===== src/rtl/gray_fifo_ptr_ctrl.sv =====
// Gray-coded FIFO pointer controller for a single-clock shared buffer RAM.
// Produces RAM addresses, occupancy flags, Gray pointers and error pulses.
module gray_fifo_ptr_ctrl #(
    parameter int ADDR_W   = 4,
    parameter int AF_LEVEL = 2**ADDR_W-2,
    parameter int AE_LEVEL = 2
) (
    input  logic              clk,
    input  logic              rst,
    input  logic              wr_en,
    input  logic              rd_en,
    output logic [ADDR_W-1:0] wr_addr,
    output logic [ADDR_W-1:0] rd_addr,
    output logic              wr_accept,
    output logic              rd_accept,
    output logic [ADDR_W:0]   wr_ptr_gray,
    output logic [ADDR_W:0]   rd_ptr_gray,
    output logic [ADDR_W:0]   count,
    output logic              full,
    output logic              empty,
    output logic              almost_full,
    output logic              almost_empty,
    output logic              overflow,
    output logic              underflow
);

    localparam logic [ADDR_W:0] ONE   = {{ADDR_W{1'b0}}, 1'b1};
    localparam logic [ADDR_W:0] AF_TH = (ADDR_W+1)'(AF_LEVEL);
    localparam logic [ADDR_W:0] AE_TH = (ADDR_W+1)'(AE_LEVEL);

    logic [ADDR_W:0] r_wr_bin;
    logic [ADDR_W:0] r_rd_bin;
    logic [ADDR_W:0] r_wr_gray;
    logic [ADDR_W:0] r_rd_gray;
    logic            r_ovf;
    logic            r_udf;

    logic [ADDR_W:0] w_count;
    logic [ADDR_W:0] w_wr_next;
    logic [ADDR_W:0] w_rd_next;
    logic            w_full;
    logic            w_empty;
    logic            w_wr_acc;
    logic            w_rd_acc;

    assign w_count = r_wr_bin - r_rd_bin;
    assign w_empty = (r_wr_bin == r_rd_bin);
    assign w_full  = (r_wr_bin[ADDR_W] != r_rd_bin[ADDR_W]) &&
                     (r_wr_bin[ADDR_W-1:0] == r_rd_bin[ADDR_W-1:0]);

    // Accept decisions only look at flags from the start of the cycle.
    assign w_wr_acc = wr_en && !w_full;
    assign w_rd_acc = rd_en && !w_empty;

    assign w_wr_next = r_wr_bin + ONE;
    assign w_rd_next = r_rd_bin + ONE;

    // Write pointer: binary and Gray copies advance together.
    always_ff @(posedge clk) begin
        if (rst) begin
            r_wr_bin  <= '0;
            r_wr_gray <= '0;
        end else if (w_wr_acc) begin
            r_wr_bin  <= w_wr_next;
            r_wr_gray <= w_wr_next ^ (w_wr_next >> 1);
        end
    end

    // Read pointer: binary and Gray copies advance together.
    always_ff @(posedge clk) begin
        if (rst) begin
            r_rd_bin  <= '0;
            r_rd_gray <= '0;
        end else if (w_rd_acc) begin
            r_rd_bin  <= w_rd_next;
            r_rd_gray <= w_rd_next ^ (w_rd_next >> 1);
        end
    end

    // One-cycle error pulses for requests made against full/empty.
    always_ff @(posedge clk) begin
        if (rst) begin
            r_ovf <= 1'b0;
            r_udf <= 1'b0;
        end else begin
            r_ovf <= wr_en && w_full;
            r_udf <= rd_en && w_empty;
        end
    end

    assign wr_addr      = r_wr_bin[ADDR_W-1:0];
    assign rd_addr      = r_rd_bin[ADDR_W-1:0];
    assign wr_accept    = w_wr_acc;
    assign rd_accept    = w_rd_acc;
    assign wr_ptr_gray  = r_wr_gray;
    assign rd_ptr_gray  = r_rd_gray;
    assign count        = w_count;
    assign full         = w_full;
    assign empty        = w_empty;
    assign almost_full  = (w_count >= AF_TH);
    assign almost_empty = (w_count <= AE_TH);
    assign overflow     = r_ovf;
    assign underflow    = r_udf;

endmodule


===== config.mk =====
export PLATFORM = sky130hd
export DESIGN_NAME = gray_fifo_ptr_ctrl
export DESIGN_NICKNAME = d
export VERILOG_FILES = /design/src/rtl/gray_fifo_ptr_ctrl.sv
export SDC_FILE = /design/constraint.sdc
export NUM_CORES = 1
export LEC_CHECK = 0
export CAP_MARGIN = 30
export CORE_MARGIN = 1.5
export CORE_UTILIZATION = 50
export CTS_BUF_LIST = sky130_fd_sc_hd__clkbuf_4
export CTS_CLUSTER_DIAMETER = 30
export DETAILED_ROUTE_END_ITERATION = 10
export PLACE_DENSITY = 0.9
export SKIP_LAST_GASP = 1
export SYNTH_ARGS = -nofsm -noshare
export SYNTH_HDL_FRONTEND = slang
export SYNTH_SLANG_ARGS = --single-unit

===== constraint.sdc =====
create_clock -name clk -period 3.7 [get_ports clk]
set_input_delay 0.925 -clock clk [delete_from_list [all_inputs] [get_ports clk]]
set_output_delay 0.925 -clock clk [all_outputs]
set_load 0.01 [all_outputs]

; After elaboration in Yosys (flattened, before gate mapping)
; Cells that the tools add are included.
[word_totals]
regBits = 22
output_inout_bits = 31
[classes]
n_addsub = 3
order_cmp = 2
eq_ne = 3
n_bitwise = 2
n_reduce_logical = 7
[op_table]
columns = op, count
row1 = $add 5x1->5 const B, 2
row2 = $xor 5x4->5, 2
row3 = $eq 5x5->1, 1
row4 = $ge 5x4->1 const B, 1
row5 = $le 5x2->1 const B, 1
row6 = $logic_and 1x1->1, 5
row7 = $sub 5x5->5, 1
row8 = $eq 4x4->1, 1
row9 = $logic_not 1->1, 2
row10 = $ne 1x1->1, 1

; Logic depth before layout (Yosys ltp)
; Gate-level depths: netlist of the first run.
[logic_depth]
ltp_word = 4
depth_mapped = 8

; Worst setup path after synthesis of the first run
; Ideal clock, no wire load.
[synth_path]
path_type = register to output
from = reg r_rd_bin[0]
to = out almost_empty
arrival_ps = 2261
required_time_ps = 2775
slack_ps = 514
stages_incl_launch_ff = 8
path_buffers = 0
path_cell_list = dfxtp_1 > ha_1 > inv_1 > fa_1 > a21o_1 > a21oi_1 > xnor2_1 > a2111oi_0
[synth_between]
elab_chain_len = 2
[synth_rtl]
columns = item, line_no
row1 = from (decl), 32  ; logic [ADDR_W:0] r_rd_bin;
row2 = from (signal assigned), 75  ; r_rd_bin <= w_rd_next;
row3 = $sub 5x5->5, 46  ; assign w_count = r_wr_bin - r_rd_bin;
row4 = net count[4], 18  ; output logic [ADDR_W:0] count,
row5 = $le 5x2->1, 101  ; assign almost_empty = (w_count <= AE_TH);
row6 = to (decl), 22  ; output logic almost_empty,
; The timed path passes the listed nets, and every way through them passes these cells.

; Final worst setup path of the first run
[layout_path]
from = reg r_wr_bin[0]
to = out almost_full
[layout_between]
elab_chain_len = 2
[layout_rtl]
columns = item, line_no
row1 = from (decl), 31  ; logic [ADDR_W:0] r_wr_bin;
row2 = from (signal assigned), 64  ; r_wr_bin <= w_wr_next;
row3 = $sub 5x5->5, 46
row4 = $ge 5x4->1, 100  ; assign almost_full = (w_count >= AF_TH);
row5 = to (decl), 21  ; output logic almost_full,
; No other way between the ends.

==> results.toml, run 1 <==
[power]
pwr-share-clk_pct = 24.1
seq_power_share_pct = 33.7
power.switching_uw = 244.8
leakage_nw = 0.5786
combPwrFrac_pct = 42.3
p_int_uw = 507.2
ir_drop_v = 0.0002771
power_density_nw_per_um2 = 466.6
p_sw_share_pct = 32.55

[timing]
fin_crit_sh_pct = 95.29
tightest_slew_ns = 0.7000
min_period_ns = 3.526
tns_ns = 0
fmax_mhz = 283.6
finClkSkew_ns = 0.005949
slew_headroom_pct = 53.18
finalSetupViolCount = 0
hold_viol_final = 0
slew_viol_final = 0
rsz0062_at_grt = "false"

[final_layout]
final_nets = 182
drive_gt1_share_pct = 8.824
fin_cells = 198
synthToLayoutAreaGrowth_pct = 38.20
diodes = 0
fill_cells = 180

[floorplan]
core_area_um2 = 2212
die-area_um2 = 2631
fp.dieW_um = 51.30
chipHeight_um = 51.30
io_pins = 35
num_rows = 17
initial_core_util_pct = 52.71

[routing]
drt-pass1-iter-count = 4
antenna_left = 0
vias_per_cell = 5.495
vias = 1088
drc = 0
drtIter0Drc = 23
wl_um = 2721
wl_per_cell_um = 13.74

[clock_network]
clkTransAtPathRegs_ns = 0.12
cts_sinks = 20
post_cts_buffers = 0
cts_buffer_depth = 2
htreeDepth = 1
clock_latency_ns = 0.30
cts_tree = "done"
ctsHoldBuffers = 0
cts_buffers = 3
ctsRootBufferMaster = "clkbuf_4"

[global_route]
grt_usage_pct = 22.02
grt_pass1_vias = 1060
grt_max_degree = 21
grt_pass1_wl_um = 4547
grt_overflow = 0
grt_antenna_before_repair = 0

[synth]
ys_ff_latch = 20
ys.warnings.count = 0
yosys.cell_types.count = 37
syn_area_per_cell_um2 = 8.638
synth_edf_count = 0
ys.flop_type = "dfxtp_1"
yosysSeqAreaShare_pct = 34.33
synthArstFlopShare_pct = 0
syn_inst = 135
syn-num-nets = 146
netlist_area_um2 = 1166

[hold_path]
hp-class = "reg2reg"

[worst_setup_path]
cp.required_ns = 2.77
endpoint_kind = "output pin"
path_max_fanout = 8
crit_type = "reg2out"
arrival_ns = 2.60
worstSetupStartpointType = "flip-flop"

[place]
gp_congestion = 0.7909
placed_cells = 194
portBuffers = 34
dp_hpwl_um = 2025

[outcome]
outcome = "complete, no violations"

[run]
maxCapViolations = 0
## power groups by stage
stage	clock (mW)	sequential, mW	combinational (mW)
floorplan	0	0.262	0.161
global placement	0	0.255	0.304
detailed placement	0	0.257	0.311
CTS	0.182	0.253	0.307
global route	0.193	0.256	0.344
finish	0.181	0.253	0.318
## cell families (layout without fill, tap and decap cells)
logic type	after synthesis	count (layout)	share of synthesized area, %
flip-flops	20	20	34.33
XOR/XNOR	22	22	17.81
AO/OA/AOI/OAI	31	31	17.38
AND/OR/NAND/NOR	43	43	18.46
adder cells (fa/ha/maj)	7	7	8.154
buffers and inverters	12	47	3.862
## routing by layer
metal / vias up / track usage (%) / wire length [um]
met5: - / 0 / 0
met4: 0 / 3.947 / 0
met3: 0 / 4.386 / 122
met2: 30 / 42.42 / 1467
met1: 522 / 25.00 / 1131
li1: 536 / - / -
## placed cells by master, fill, tap and decap left out, types with 2 or more instances in the layout
cell type        Yosys  final
dfxtp_2              0      2
ha_1                 6      6
o22ai_1              2      2
inv_2                2      2
nand4_1              2      2
nand2_1             17     17
o21ai_0              2      2
xnor2_1             16     16
clkdlybuf4s50_1      0     33
a21oi_1             13     13
a21boi_0             2      2
o211ai_1             2      2
nor2_1              11     11
inv_1                6      6
dfxtp_1             20     18
nor4b_1              2      2
xor2_1               4      4
o21ai_4              0      2
clkbuf_4             0      3
and3_1               3      3
## path summary, 6_finish.rpt
path / from / end / slack (ns) / depth (start not counted)
setup / recovery: r_wr_bin[0]$_SDFFE_PP0P_ / almost_full / 0.17 / 9
hold reg to reg: rd_ptr_gray[1]$_SDFFE_PP0P_ / rd_ptr_gray[1]$_SDFFE_PP0P_ / 0.47 / 2
setup reg to reg: r_rd_bin[2]$_SDFFE_PP0P_ / r_rd_bin[0]$_SDFFE_PP0P_ / 1.68 / 7
hold / removal: rd_ptr_gray[1]$_SDFFE_PP0P_ / rd_ptr_gray[1]$_SDFFE_PP0P_ / 0.47 / 2
## worst max-delay path, stage by stage, from the launching register on
cell and delay [ns]:
dfxtp_2 0.39, inv_1 0.07, ha_1 0.16, inv_1 0.05, fa_1 0.40, a21o_1 0.20, a21oi_1 0.18, xnor2_1 0.18
a31o_2 0.14, clkdlybuf4s50_1 0.52
## per-stage QoR
stage | utilization (%) | worst slack [ns] | hold WS (ns) | area (um^2) | total power, mW
after floorplan | - | 0.5140 | 0.4761 | 1166 | 0.4230
after global placement | 69.34 | 0.3298 | 0.4402 | 1534 | 0.5592
after detailed placement | 69.34 | 0.2038 | 0.4532 | 1534 | 0.5681
after CTS | 71.72 | 0.1211 | 0.4736 | 1587 | 0.7420
after global routing | 72.85 | 0.01786 | 0.4984 | 1612 | 0.7931
final | 72.85 | 0.1742 | 0.4710 | 1612 | 0.7520
## cell type report
class	instances	area, um^2	area share, %
multi-input combinational	103	744.5	46.20
sequential	20	402.9	25.00
timing repair buffer	35	346.6	21.51
tap	28	35.03	2.174
clock inverter	1	30.03	1.863
inverter	8	30.03	1.863
clock buffer	3	22.52	1.398
## registers in the layout (all words and copies together), names as in the netlist
signal and count:
wr_ptr_gray 4, r_rd_bin 5, overflow 1, r_wr_bin 5
underflow 1, rd_ptr_gray 4
## what timing repair did
item,in CTS,in global routing
endpoints found under the setup margin,1,3
pin swaps,0,0
resized for setup,2,4
cloned,0,0
## cells in the mapped netlist, types with 2 or more instances
library cell  number  area [um^2]
inv_2              2        7.510
o21ai_0            2        10.01
o21ai_2            2        17.52
xnor2_1           16        140.1
dfxtp_1           20        400.4
a21boi_0           2        15.01
o211ai_1           2        15.01
ha_1               6        75.07
nor2_1            11        41.29
and3_1             3        18.77
xor2_1             4        35.03
nand4_1            2        12.51
clkbuf_1           4        15.01
nor4b_1            2        17.52
o22ai_1            2        12.51
inv_1              6        22.52
nand2_1           17        63.81
a21oi_1           13        65.06
(Power assumes the default switching activity.)
==> run 2, diff against run 1 <==
CAP_MARGIN = default   (was 30)
==> results of run 2 <==
The final DEF is identical to that of run 1; final timing and power are the same.
==> RTL edit, RTL diff (flow settings as in run 2) <==
Change the parameter `ADDR_W` from 4 to 5.
--- a/src/rtl/gray_fifo_ptr_ctrl.sv
+++ b/src/rtl/gray_fifo_ptr_ctrl.sv
@@ -1,7 +1,7 @@
 // Gray-coded FIFO pointer controller for a single-clock shared buffer RAM.
 // Produces RAM addresses, occupancy flags, Gray pointers and error pulses.
 module gray_fifo_ptr_ctrl #(
-    parameter int ADDR_W   = 4,
+    parameter int ADDR_W   = 5,
     parameter int AF_LEVEL = 2**ADDR_W-2,
     parameter int AE_LEVEL = 2
 ) (
Interface: changed (5 resized); port bits go from 35 to 40. The function was not compared with the original's and may differ.
==> RTL edit against run 2 <==
The flow now finishes with violations (design-rule violations). Total power up 49%. Cell area up 24%. Critical path type unchanged. Setup slack worse by 130 ps. Clock power up 7%. Wire length up 28%. Via count up 25%. Synthesized area up 31%. Sequential cell count up 4.
==> RTL edit: results (changes against run 2) <==
[drt]
drt-vias-per-instance=5.586  ; +1.7%
drcViolationCount=5  ; +5
drt_iter0_markers=44  ; +91%
drt_pre_antenna_iters=8  ; +4
routed_wl_um=3476  ; +28%

[finish]
layout_top_registers=r_rd_bin x6, r_wr_bin x6
antennaDiodeCount=0  ; unchanged
drive_gt1_share_pct=11.27  ; +2.4 points
num-fill-cells=236  ; +31%
final_nets=226  ; +24%

[hold_path]
hp-class=reg2reg

[place]
post-place-ws_ps=403.3  ; +199.5 ps
finalWeightedCongestion=0.7984  ; +0.95%
dpl_cell_area_um2=1924  ; +25%
io_buffers=39  ; +15%
hpwl_um=2495  ; +23%

[synth]
synth_area_leaders=dfxtp_1 (31%), xnor2_1 (11%), ha_1 (5.7%)
yosysSeqAreaShare_pct=31.42  ; -2.9 points
yosys_warnings=0  ; unchanged
ys_types=45  ; +22%
synthesis.nets=186  ; +27%
synthArstFlopShare_pct=0  ; unchanged
synth_common_cells=dfxtp_1 (24), nor2_1 (19), xnor2_1 (19)

[clock_tree]
clkTransAtPathRegs_ps=150  ; +30 ps
numCtsBuffers=3  ; unchanged
clockBufferDepth=2  ; unchanged
cts-root-buf=clkbuf_4
h-tree-depth=1  ; unchanged
worstSkewPairLatency_ps=320  ; +20 ps

[power_and_ir_drop]
power.density_nw_per_um2=559.7  ; +20%
power.leakage_nw=0.7854  ; +36%
ir_worst_vdd_v=0.0003091  ; +12%

[global_routing]
grt_first_pass_wirelength_um=5609  ; +23%
grt_pass1_vias=1277  ; +20%
grt_max_degree=26  ; +24%
grt_antenna_before_repair=0  ; unchanged
track_usage_pct=21.33  ; -0.69 points

[status]
violations=design-rule violations
status=finished with violations

[critical_path]
critPathMaxFanout=7  ; -1
timing.critical_path.arrival_ps=2730  ; +130 ps

[sta]
fin_worst_skew_ps=8.648  ; +2.699 ps
max-slew-margin-rel_pct=40.62  ; -13 points

-- RTL edit: critical path, stage by stage, from the launching register on --
cell and delay, ps:
dfxtp_2 390, inv_1 60, ha_1 160, inv_1 50
fa_1 400, a21o_1 200, a21oi_1 250, xnor2_2 170
a41o_2 210, clkdlybuf4s50_1 530
-- RTL edit: final cells by class --
cell class	count	share of cell area [%]
clock buffer	3	1.123
clock inverter	1	1.497
inverter	12	2.371
multi-input combinational	130	47.97
sequential	24	24.02
tap	31	1.934
timing repair buffer	43	21.09
-- RTL edit: kinds of logic after synthesis --
kind of cell	synth area share (%)
compound gates	15.71
xor+xnor	15.55
mux	3.928
buf+inv	6.301
flops	31.42
simple gates	20.05
fa+ha+maj	7.037
-- RTL edit: routing by layer --
layer	vias to the layer above	track usage [%]	part of all wire, %
met5	-	0	0
met4	0	8.306	0.81
met3	6	4.176	7.1
met2	48	36.92	48
met1	635	25.97	44
li1	674	-	-
-- RTL edit: power breakdown --
| group | internal (W) | leakage [nW] | switching, W |
|---|---|---|---|
| Clock | 0.000109 | 0.0279 | 0.0000846 |
| Sequential | 0.000290 | 0.196 | 0.0000245 |
| Combinational | 0.000323 | 0.561 | 0.000291 |
| Total | 0.000723 | 0.785 | 0.000400 |
-- RTL edit: repair_timing --
item,4_1_cts,5_1_grt
buffers inserted,0,2
gates resized for setup,0,4
setup endpoints to repair,0,3
-- RTL edit: path summary, 6_finish.rpt --
path	to	slack (ps)	cells past startpoint	from
worst max-delay path	almost_full	40	9	r_wr_bin[0]
worst min-delay path	rd_ptr_gray[1]	470	2	rd_ptr_gray[1]
worst max register to register	wr_ptr_gray[4]	1550	7	r_rd_bin[2]
worst min register to register	rd_ptr_gray[1]	470	2	rd_ptr_gray[1]
-- RTL edit: through the flow --
| stage | total power (W) | instances | TNS (ps) | hold WS, ps |
|---|---|---|---|---|
| finish | 0.001123 | 244 | 0 | 465.6 |
| global route | 0.001187 | 244 | -89.84 | 499.7 |
| CTS | 0.001113 | 242 | 0 | 466.8 |
| detailed placement | 0.0009125 | 238 | 0 | 447.7 |
| global placement | 0.0009030 | 238 | 0 | 443.1 |
| floorplan | 0.0006698 | 174 | 0 | 476.1 |
